[src/rtl/sprite_ctrl_pkg.sv]
// Shared types, constants and helpers for the sprite motion controller:
// FSM states, command framing and the per-axis bounce step.
package sprite_ctrl_pkg;

  localparam int         POS_W       = 10;
  localparam int         CMD_BYTES   = 5;
  localparam logic [7:0] CMD_SET_POS = 8'hA0;

  typedef enum logic [2:0] {
    ST_IDLE,
    ST_UPDATE,
    ST_LOAD,
    ST_SHIFT,
    ST_DONE
  } state_t;

  typedef struct packed {
    logic             dir_neg;
    logic [POS_W-1:0] pos;
  } axis_t;

  // One bounce step on a single axis; arithmetic is one bit wider than the position.
  function automatic axis_t axis_step(input logic [POS_W-1:0] pos, input logic dir_neg,
                                      input logic [POS_W:0] max, input logic [POS_W:0] step);
    axis_t          r;
    logic [POS_W:0] p;
    p         = {1'b0, pos};
    r.dir_neg = dir_neg;
    r.pos     = pos;
    if (!dir_neg) begin
      if (p + step >= max) begin
        r.pos     = max[POS_W-1:0];
        r.dir_neg = 1'b1;
      end else begin
        p     = p + step;
        r.pos = p[POS_W-1:0];
      end
    end else begin
      if (p <= step) begin
        r.pos     = '0;
        r.dir_neg = 1'b0;
      end else begin
        p     = p - step;
        r.pos = p[POS_W-1:0];
      end
    end
    return r;
  endfunction

  function automatic logic [7:0] cmd_byte(input logic [2:0] idx, input logic [POS_W-1:0] x,
                                          input logic [POS_W-1:0] y);
    case (idx)
      3'd0:    cmd_byte = CMD_SET_POS;
      3'd1:    cmd_byte = {6'b0, x[9:8]};
      3'd2:    cmd_byte = x[7:0];
      3'd3:    cmd_byte = {6'b0, y[9:8]};
      3'd4:    cmd_byte = y[7:0];
      default: cmd_byte = 8'h00;
    endcase
  endfunction

endpackage

[src/rtl/sprite_motion_ctrl_if.sv]
// Three-wire serial link from the motion controller to the VGA core's config input.
interface sprite_motion_ctrl_if;
  logic sclk;
  logic mosi;
  logic cs_n;

  modport master (output sclk, output mosi, output cs_n);
  modport slave  (input  sclk, input  mosi, input  cs_n);
endinterface

[src/rtl/spi_byte_tx.sv]
// SPI mode-0 byte transmitter: SCLK divider, MSB-first shifter and bit counter.
module spi_byte_tx #(
  parameter int SCLK_DIV = 4
) (
  input  logic       clk,
  input  logic       rst,
  input  logic       load_i,
  input  logic [7:0] data_i,
  output logic       sclk_o,
  output logic       mosi_o,
  output logic       ready_o
);

  localparam int            CW       = $clog2(SCLK_DIV);
  localparam logic [CW-1:0] DIV_LAST = CW'(SCLK_DIV - 1);

  logic          active_q;
  logic          sclk_q;
  logic [CW-1:0] div_q;
  logic [2:0]    bit_q;
  logic [7:0]    sh_q;
  logic          toggle;

  // Handshake: load_i captures data_i at the clock edge, restarting any byte in flight.
  // ready_o is high for exactly the cycle whose closing edge is the 8th falling SCLK edge,
  // so a load issued in that cycle follows on with no gap.
  assign toggle  = active_q && (div_q == DIV_LAST);
  assign ready_o = toggle && sclk_q && (bit_q == 3'd7);
  assign sclk_o  = sclk_q;
  assign mosi_o  = sh_q[7];

  always_ff @(posedge clk) begin
    if (rst) begin
      active_q <= 1'b0;
      sclk_q   <= 1'b0;
      div_q    <= '0;
      bit_q    <= '0;
      sh_q     <= '0;
    end else if (load_i) begin
      active_q <= 1'b1;
      sclk_q   <= 1'b0;
      div_q    <= '0;
      bit_q    <= '0;
      sh_q     <= data_i;
    end else if (active_q) begin
      if (toggle) begin
        div_q  <= '0;
        sclk_q <= ~sclk_q;
        if (sclk_q) begin
          sh_q  <= {sh_q[6:0], 1'b0};
          bit_q <= bit_q + 3'd1;
          if (bit_q == 3'd7) active_q <= 1'b0;
        end
      end else begin
        div_q <= div_q + 1'b1;
      end
    end
  end

endmodule

[src/rtl/sprite_motion_ctrl.sv]
// Per-frame bouncing sprite scheduler that sends the new position as a 5-byte SPI command.
// Optional button control (pause / reverse) is enabled by defining SPRITE_CTRL_BTN_EN.
module sprite_motion_ctrl
  import sprite_ctrl_pkg::*;
#(
  parameter int SCREEN_W = 800,
  parameter int SCREEN_H = 600,
  parameter int SPRITE_W = 96,
  parameter int SPRITE_H = 96,
  parameter int STEP     = 2,
  parameter int SCLK_DIV = 4
) (
  input  logic                 clk,
  input  logic                 rst,
  input  logic                 vsync_i,
  input  logic [1:0]           btn_i,
  sprite_motion_ctrl_if.master spi,
  output logic                 busy_o,
  output logic                 overrun_o,
  output logic [POS_W-1:0]     pos_x_o,
  output logic [POS_W-1:0]     pos_y_o,
  output state_t               state_o
);

  localparam logic [POS_W:0] XMAX   = (POS_W+1)'(SCREEN_W - SPRITE_W);
  localparam logic [POS_W:0] YMAX   = (POS_W+1)'(SCREEN_H - SPRITE_H);
  localparam logic [POS_W:0] STEP_L = (POS_W+1)'(STEP);

  state_t           state_q, state_d;
  logic             vsync_q, overrun_q, cs_n_q;
  logic [POS_W-1:0] x_q, x_d, y_q, y_d;
  logic             dirx_q, dirx_d, diry_q, diry_d;
  logic [2:0]       byte_q, byte_d;
  logic             frame_start, tx_load, tx_ready;
  logic [7:0]       tx_data;
  logic             rev_w, hold_w;
  axis_t            ax, ay;

  assign frame_start = vsync_q & ~vsync_i;

`ifdef SPRITE_CTRL_BTN_EN
  logic btn1_q, rev_pend_q;

  assign rev_w  = rev_pend_q;
  assign hold_w = btn_i[0];

  always_ff @(posedge clk) begin
    if (rst) begin
      btn1_q     <= 1'b0;
      rev_pend_q <= 1'b0;
    end else begin
      btn1_q <= btn_i[1];
      if (btn_i[1] && !btn1_q)      rev_pend_q <= 1'b1;
      else if (state_q == ST_UPDATE) rev_pend_q <= 1'b0;
    end
  end
`else
  logic unused_btn;
  assign unused_btn = ^btn_i;
  assign rev_w      = 1'b0;
  assign hold_w     = 1'b0;
`endif

  always_comb begin
    state_d = state_q;
    x_d     = x_q;
    y_d     = y_q;
    dirx_d  = dirx_q;
    diry_d  = diry_q;
    byte_d  = byte_q;
    tx_load = 1'b0;
    ax      = axis_step(x_q, dirx_q ^ rev_w, XMAX, STEP_L);
    ay      = axis_step(y_q, diry_q ^ rev_w, YMAX, STEP_L);
    case (state_q)
      ST_IDLE:   if (frame_start) state_d = ST_UPDATE;
      ST_UPDATE: begin
        if (hold_w) begin
          dirx_d = dirx_q ^ rev_w;
          diry_d = diry_q ^ rev_w;
        end else begin
          x_d    = ax.pos;
          dirx_d = ax.dir_neg;
          y_d    = ay.pos;
          diry_d = ay.dir_neg;
        end
        byte_d  = 3'd0;
        tx_load = 1'b1;
        state_d = ST_LOAD;
      end
      ST_LOAD:   state_d = ST_SHIFT;
      ST_SHIFT:  begin
        if (tx_ready) begin
          if (byte_q == 3'(CMD_BYTES - 1)) begin
            state_d = ST_DONE;
          end else begin
            byte_d  = byte_q + 3'd1;
            tx_load = 1'b1;
            state_d = ST_LOAD;
          end
        end
      end
      ST_DONE:   state_d = ST_IDLE;
      default:   state_d = ST_IDLE;
    endcase
  end

  // Byte 0 is the opcode, so the position is already final when the data bytes load.
  assign tx_data = cmd_byte(byte_d, x_q, y_q);

  always_ff @(posedge clk) begin
    if (rst) begin
      state_q   <= ST_IDLE;
      vsync_q   <= 1'b1;
      overrun_q <= 1'b0;
      cs_n_q    <= 1'b1;
      x_q       <= '0;
      y_q       <= '0;
      dirx_q    <= 1'b0;
      diry_q    <= 1'b0;
      byte_q    <= '0;
    end else begin
      state_q <= state_d;
      vsync_q <= vsync_i;
      if (frame_start && state_q != ST_IDLE) overrun_q <= 1'b1;
      cs_n_q  <= !(state_d == ST_LOAD || state_d == ST_SHIFT);
      x_q     <= x_d;
      y_q     <= y_d;
      dirx_q  <= dirx_d;
      diry_q  <= diry_d;
      byte_q  <= byte_d;
    end
  end

  spi_byte_tx #(.SCLK_DIV(SCLK_DIV)) u_tx (
    .clk     (clk),
    .rst     (rst),
    .load_i  (tx_load),
    .data_i  (tx_data),
    .sclk_o  (spi.sclk),
    .mosi_o  (spi.mosi),
    .ready_o (tx_ready)
  );

  assign spi.cs_n  = cs_n_q;
  assign busy_o    = (state_q != ST_IDLE);
  assign overrun_o = overrun_q;
  assign pos_x_o   = x_q;
  assign pos_y_o   = y_q;
  assign state_o   = state_q;

endmodule

[src/flat_wrapper.sv]
// flat-port wrapper written by rule: the top's interface ports become plain ports
module sprite_motion_ctrl_flat import sprite_ctrl_pkg::*;
#(
  parameter int SCREEN_W = 800,
  parameter int SCREEN_H = 600,
  parameter int SPRITE_W = 96,
  parameter int SPRITE_H = 96,
  parameter int STEP     = 2,
  parameter int SCLK_DIV = 4
)
  (clk, rst, vsync_i, btn_i, busy_o, overrun_o, pos_x_o, pos_y_o, state_o, spi_sclk, spi_mosi, spi_cs_n);
  sprite_motion_ctrl_if spi_i ();
  input  logic clk;
  input  logic rst;
  input  logic vsync_i;
  input  logic [1:0] btn_i;
  output logic busy_o;
  output logic overrun_o;
  output logic [POS_W-1:0] pos_x_o;
  output logic [POS_W-1:0] pos_y_o;
  output state_t state_o;
  output wire logic [$bits(spi_i.sclk)-1:0] spi_sclk;
  output wire logic [$bits(spi_i.mosi)-1:0] spi_mosi;
  output wire logic [$bits(spi_i.cs_n)-1:0] spi_cs_n;
  assign spi_sclk = spi_i.sclk;
  assign spi_mosi = spi_i.mosi;
  assign spi_cs_n = spi_i.cs_n;
  sprite_motion_ctrl #(.SCREEN_W(SCREEN_W), .SCREEN_H(SCREEN_H), .SPRITE_W(SPRITE_W), .SPRITE_H(SPRITE_H), .STEP(STEP), .SCLK_DIV(SCLK_DIV)) u_core (.clk(clk), .rst(rst), .vsync_i(vsync_i), .btn_i(btn_i), .spi(spi_i), .busy_o(busy_o), .overrun_o(overrun_o), .pos_x_o(pos_x_o), .pos_y_o(pos_y_o), .state_o(state_o));
endmodule
[config.mk]
export PLATFORM = sky130hd
export DESIGN_NAME = sprite_motion_ctrl_flat
export DESIGN_NICKNAME = d
export VERILOG_FILES = /design/src/rtl/sprite_ctrl_pkg.sv /design/src/rtl/sprite_motion_ctrl_if.sv /design/src/rtl/spi_byte_tx.sv /design/src/rtl/sprite_motion_ctrl.sv /design/src/flat_wrapper.sv
export SDC_FILE = /design/constraint.sdc
export NUM_CORES = 1
export LEC_CHECK = 0
export BUFFER_PORTS_ARGS = -buffer_cell sky130_fd_sc_hd__buf_2
export CAP_MARGIN = 10
export CORE_MARGIN = 2
export CORE_UTILIZATION = 45
export DETAILED_ROUTE_END_ITERATION = 8
export PLACE_DENSITY_LB_ADDON = 0.3
export SLEW_MARGIN = 20
export SYNTH_ARGS = -nofsm -noshare
export SYNTH_HDL_FRONTEND = slang
export SYNTH_SLANG_ARGS = --single-unit
export TNS_END_PERCENT = 10
[constraint.sdc]
create_clock -name clk -period 6 [get_ports clk]
set_clock_uncertainty 0.05 [all_clocks]
set_input_delay 0.6 -clock clk [delete_from_list [all_inputs] [get_ports clk]]
set_output_delay 0.6 -clock clk [all_outputs]
set_load 0.05 [all_outputs]
; Word-level counts from Yosys, hierarchy flattened
; Cells that the tools add are included.
[op_classes]
bitwise = 3
div = 0
n_eq_ne = 12
mul = 0
muxes = 31
n_addsub = 7
n_shift = 0
order_cmp = 4
reduce_logical = 16
[ops]
columns = cell, n
row1 = 10-bit 2-to-1 mux, 4
row2 = 8-bit one-hot mux with 5 select lines, 1
row3 = 8-bit 2-to-1 mux, 4
row4 = "10-bit by 2-bit adder with 11-bit output, second input constant", 2
row5 = 11-bit 2-to-1 mux, 2
row6 = "10-bit by 2-bit <= comparator with 1-bit output, second input constant", 2
row7 = "10-bit by 2-bit subtractor with 10-bit output, second input constant", 2
row8 = "3-bit by 2-bit == test with 1-bit output, second input constant", 6
row9 = 3-bit 2-to-1 mux, 5
row10 = 3-bit one-hot mux with 4 select lines, 1
row11 = "11-bit by 10-bit >= comparator with 1-bit output, second input constant", 1
row12 = "11-bit by 9-bit >= comparator with 1-bit output, second input constant", 1
row13 = 1-bit 2-to-1 mux, 11
row14 = "3-bit == test, second input constant", 3
row15 = "3-bit by 1-bit adder with 3-bit output, second input constant", 2
row16 = "3-bit by 1-bit == test with 1-bit output, second input constant", 2
row17 = 3-bit zero test, 2
row18 = 3-bit one-hot mux with 2 select lines, 1
row19 = 3-bit AND reduction, 2
row20 = 2-bit nonzero test, 3
row21 = 1-bit logical AND, 4
row22 = 3-bit nonzero test, 1
row23 = "2-bit by 1-bit adder with 2-bit output, second input constant", 1
row24 = "2-bit == test, second input constant", 1
row25 = 8 further kinds, 9
[word_totals]
out_inout_bits = 28
in_bits = 5
latch_bits = 0
mem_bits_ro = 0
regBits = 46
mem_count = 0
ramBits = 0

; Depth between registers and ports, before layout
[depth]
depth_word = 9
depth_mapped = 10

; Hierarchy
; From an unflattened synthesis, not the netlist that was laid out.
[hier_totals]
cells_unflattened = 417
area_unflattened_um2 = 3271.9
[modules_own_cells]
columns = module, cells_per_inst, area_each_um2, seq_area_each_um2, n_inst
row1 = sprite_motion_ctrl, 339, 2517.4, 580.6, 1
row2 = spi_byte_tx, 78, 754.5, 300.3, 1

; Worst setup path after synthesis
; No wires, ideal clock.
[synth_timing]
path_kind = register to register
startpoint = reg u_core.x_q[2] (netlist: u_core.pos_x_o[2])
endpoint = reg u_core.x_q[4] (netlist: u_core.pos_x_o[4])
n_path_buf = 1
slack_ns = 3.660
stages_incl_launch_ff = 9
t_required_ns = 5.864
arrival_ns = 2.205
cell_sequence = dfxtp_1 -> buf_4 -> inv_1 -> ha_1 -> or2_2 -> a21oi_1 -> a31oi_1 -> o211a_1 -> a211oi_1
[synth_between]
elab_chain_cells = 4
word_cells_on_any_way = 7
[synth_rtl]
columns = item, line_no
row1 = "start, declared", sprite_motion_ctrl.sv:31  ; logic [POS_W-1:0] x_q, x_d, y_q, y_d;
row2 = "start signal, assigned", sprite_motion_ctrl.sv:116  ; x_q <= '0;
row3 = "start signal, assigned", sprite_motion_ctrl.sv:126  ; x_q <= x_d;
row4 = 10-bit by 2-bit adder with 11-bit output, sprite_ctrl_pkg.sv:31  ; if (p + step >= max) begin
row5 = 11-bit by 10-bit >= comparator with 1-bit output, sprite_ctrl_pkg.sv:31
row6 = 10-bit 2-to-1 mux, sprite_ctrl_pkg.sv:31
row7 = 11-bit 2-to-1 mux *, sprite_ctrl_pkg.sv:30  ; if (!dir_neg) begin
; Every way passes the cells marked *; elsewhere a longest branch is shown, timed or not.
; A chain may end at the register's enable or synchronous reset.

; Final worst setup path
[layout_timing]
startpoint = reg u_core.x_q[1] (netlist: u_core.pos_x_o[1])
endpoint = reg u_core.x_q[1] (netlist: u_core.pos_x_o[1])
; Same word-level chain as after synthesis.

==> impl_metrics.tcl <==
set metrics [dict create \
    reg2reg_slack_ns 3.32 \
    final-max-slew-violation-count 0 \
    route.detailed.vias_per_inst 6.13 \
    hold_path.class "register to register" \
    finalSetupViolCount 0 \
    grt_antenna_before_repair 0 \
    clock_latency_ns 0.30 \
    cts_htree_levels 2 \
    layout.nets 421 \
    drt.antenna.violating_nets 0 \
    total_routing_usage_gr_pct 20.2 \
    power.share.sequential_pct 44.3 \
    path_clk_slew_ns 0.08 \
    setup_total_negative_slack_ns 0 \
    yosys_most_used_dff "sky130_fd_sc_hd__dfxtp_1" \
    finalCritPeriodShare_pct 44.7 \
    setup_repair_after_global_routing_missed_its_margin "false" \
    asyncSetResetFlopFracSynth_pct 0 \
    drt_first_iter_violations 226 \
    power.combinational.fraction_pct 22.7 \
    synth.lib_cells_used.distinct 61 \
    post_synth_instance_area_um2 3090 \
    num_cts_buffers 5 \
    post-cts-setup-buffers 0 \
    maxSlewHeadroom_pct 40.9 \
    clkPwrFrac_pct 33.0 \
    grt_remaining_overflow 0 \
    fp.dieW_um 86.9 \
    data_required_time_of_the_critical_path_ns 6.14 \
    crit_path_max_fanout 16 \
    power.share.switching_pct 33.4 \
    worstMarginPinSlew_ns 0.886 \
    synth_cells 408 \
    grt_first_pass_wirelength_mm 12.2 \
    power.net_switching_w 0.000256 \
    synth.yosys.seq_area_share_pct 28.5 \
    critical_path.cell_chain "ha_1, and4_1, a21oi_1, o31ai_1, nand2_1, o41ai_1" \
    critPathSlowestCell "sky130_fd_sc_hd__dfxtp_1" \
    synthDominantCellAreaShare_pct 28.5 \
    place_hpwl_mm 5.10 \
    fin_crit_ns 2.68 \
    number_of_flip_flops_and_latches_in_the_synthesized_netlist 44 \
    ir_worst_vdd_uv 92.3 \
    placeableCoreArea_um2 6720 \
    hold_buffers 0 \
    cellInternalPower_w 0.000511 \
    postSynthAreaPerCell_um2 7.58 \
    floorplan.die_area_um2 7550 \
    initial_cell_density_of_the_core_pct 46.0 \
    worstSetupStartpointType "register" \
    diodes_inserted 0 \
    dpl_worst_slack_ns 3.36 \
    count_of_flip_flops_with_a_built_in_enable_after_synthesis 0 \
    fmax_ghz 0.373 \
    flow.area_growth_from_synthesis_pct 5.79 \
    synth.largest_area_cell "sky130_fd_sc_hd__dfxtp_1" \
    gp_routability_congestion 0.875 \
    postCtsResizedCells 0 \
    path_delay_family "compound AO/OA/AOI/OAI gates" \
    core.rowCount 30 \
    buffers_and_inverters_on_the_worst_path 0 \
    count_of_buffers_inserted_at_the_top_level_ports 28 \
    leakage_nw 1.28 \
    routed-via-count 2978 \
    yosysWarningCount 0 \
    critPathMaxStageDelay_ns 0.66 \
    final_critical_path_setup_slack_ns 3.32 \
    post-route-drc-count 0 \
    tritoncts_clock_tree "yes" \
    critical_path_class "register to register" \
    clk_path_buf_depth 2 \
    report.final.hold_viol_count 0 \
    result_of_the_run "finished clean" \
    p_per_area_nw_per_um2 235 \
    maximum_number_of_pins_on_one_net_before_global_route_repair 35 \
    cts.sinks 44 \
    synth_common_cells "sky130_fd_sc_hd__dfxtp_1 (44), sky130_fd_sc_hd__nand2_1 (44), sky130_fd_sc_hd__a21oi_1 (36)" \
    drive_above_1_share_pct 14.0 \
    clock_tree.root_cell "sky130_fd_sc_hd__clkbuf_8" \
    cp_data_arrival_time_ns 2.83 \
    synthTopCellsByArea "sky130_fd_sc_hd__dfxtp_1 (28%), sky130_fd_sc_hd__a21oi_1 (5.8%), sky130_fd_sc_hd__nand2_1 (5.3%)" \
    wire_per_inst_um 15.6 \
    first_pass_iters 5 \
    drv.max_cap_violation_count 0 \
    fp.dieH_um 86.9 \
    io_pins 33 \
    drt-total-wl_mm 7.57 \
    end_kind "register" \
    via_count_of_the_first_global_routing_pass 2484 \
]
## worst register-to-register path, stage by stage (launching register included)
cell	delay [ns]
sky130_fd_sc_hd__dfxtp_1	0.66
sky130_fd_sc_hd__ha_1	0.38
sky130_fd_sc_hd__and4_1	0.33
sky130_fd_sc_hd__a21oi_1	0.09
sky130_fd_sc_hd__o31ai_1	0.55
sky130_fd_sc_hd__nand2_1	0.23
sky130_fd_sc_hd__o41ai_1	0.28
## metal layers
layer  GRT usage, %  routed length [um]
met3           3.70                 450
met1           29.3                3620
met5              0                   0
met2           30.4                3400
met4           6.53                  97
## power groups by stage
stage | clock [W] | combinational (W) | sequential [W]
after global placement | 0 | 0.000170 | 0.000346
after global routing | 0.000270 | 0.000191 | 0.000344
after detailed placement | 0 | 0.000173 | 0.000347
after floorplan | 0 | 0.000132 | 0.000358
final | 0.000253 | 0.000175 | 0.000340
after CTS | 0.000258 | 0.000174 | 0.000340
## registers in the layout, summed over array words and instances (netlist names)
signal / cells
u_core.u_tx.sh_q: 8
u_core.diry_q: 1
u_core.spi.cs_n: 1
u_core.pos_y_o: 9
u_core.u_tx.active_q: 1
u_core.u_tx.div_q: 2
u_core.overrun_o: 1
u_core.u_tx.sclk_o: 1
u_core.dirx_q: 1
u_core.u_tx.bit_q: 3
u_core.state_o: 3
u_core.vsync_q: 1
u_core.pos_x_o: 9
u_core.byte_q: 3
## metrics by stage
stage          hold WS, ns  cells  instance area [um2]  power (W)  util (%)
2_1_floorplan        0.389    409                 3100   0.000490         -
3_3_place_gp         0.398    478                 3140   0.000516      46.8
4_1_cts              0.417    486                 3270   0.000772      48.7
6_report             0.417    486                 3270   0.000768      48.7
3_5_place_dp         0.404    478                 3140   0.000519      46.8
5_1_grt              0.450    486                 3270   0.000805      48.7
## cells by family after synthesis
group                      count (synthesis)  synth area share [%]
DFF                                       44                  28.5
and+or+nand+nor                          154                  25.4
other                                      1                 0.121
buffers and inverters                     56                  8.38
AOI/OAI and AO/OA                        120                  26.3
muxes                                      9                  3.16
adders and majority gates                 11                  4.45
xor gates and xnor gates                  13                  3.68
## final timing paths
kind                                    start                          endpoint  depth (start not counted)
min          u_core.u_tx.sh_q[0]$_SDFFE_PP0P_  u_core.u_tx.sh_q[0]$_SDFFE_PP0P_                          2
max            u_core.pos_x_o[1]$_SDFFE_PP0P_    u_core.pos_x_o[1]$_SDFFE_PP0P_                          6
min reg2reg  u_core.u_tx.sh_q[0]$_SDFFE_PP0P_  u_core.u_tx.sh_q[0]$_SDFFE_PP0P_                          2
max reg2reg    u_core.pos_x_o[1]$_SDFFE_PP0P_    u_core.pos_x_o[1]$_SDFFE_PP0P_                          6
## cell usage in the layout (no fill, tap or decap), types with 7 or more instances in the layout
cell type                  count
sky130_fd_sc_hd__xor2_1        7
sky130_fd_sc_hd__nor3_1       17
sky130_fd_sc_hd__o221a_2       7
sky130_fd_sc_hd__a31oi_1      10
sky130_fd_sc_hd__nor2_1       26
sky130_fd_sc_hd__clkbuf_8      7
sky130_fd_sc_hd__nand3_1      26
sky130_fd_sc_hd__ha_1         11
sky130_fd_sc_hd__o21ai_0      24
sky130_fd_sc_hd__buf_2        28
sky130_fd_sc_hd__inv_1        16
sky130_fd_sc_hd__nand2_1      44
sky130_fd_sc_hd__a21oi_1      36
sky130_fd_sc_hd__dfxtp_1      44
## area by class of cell
cell class	instances	area, um2
sequential	44	881
timing repair buffer	29	148
fill	676	3450
tap	80	100
inverter	16	60.1
multi-input combinational	309	1960
clock inverter	1	30.0
clock buffer	7	96.3
(Power assumes the default switching activity.)
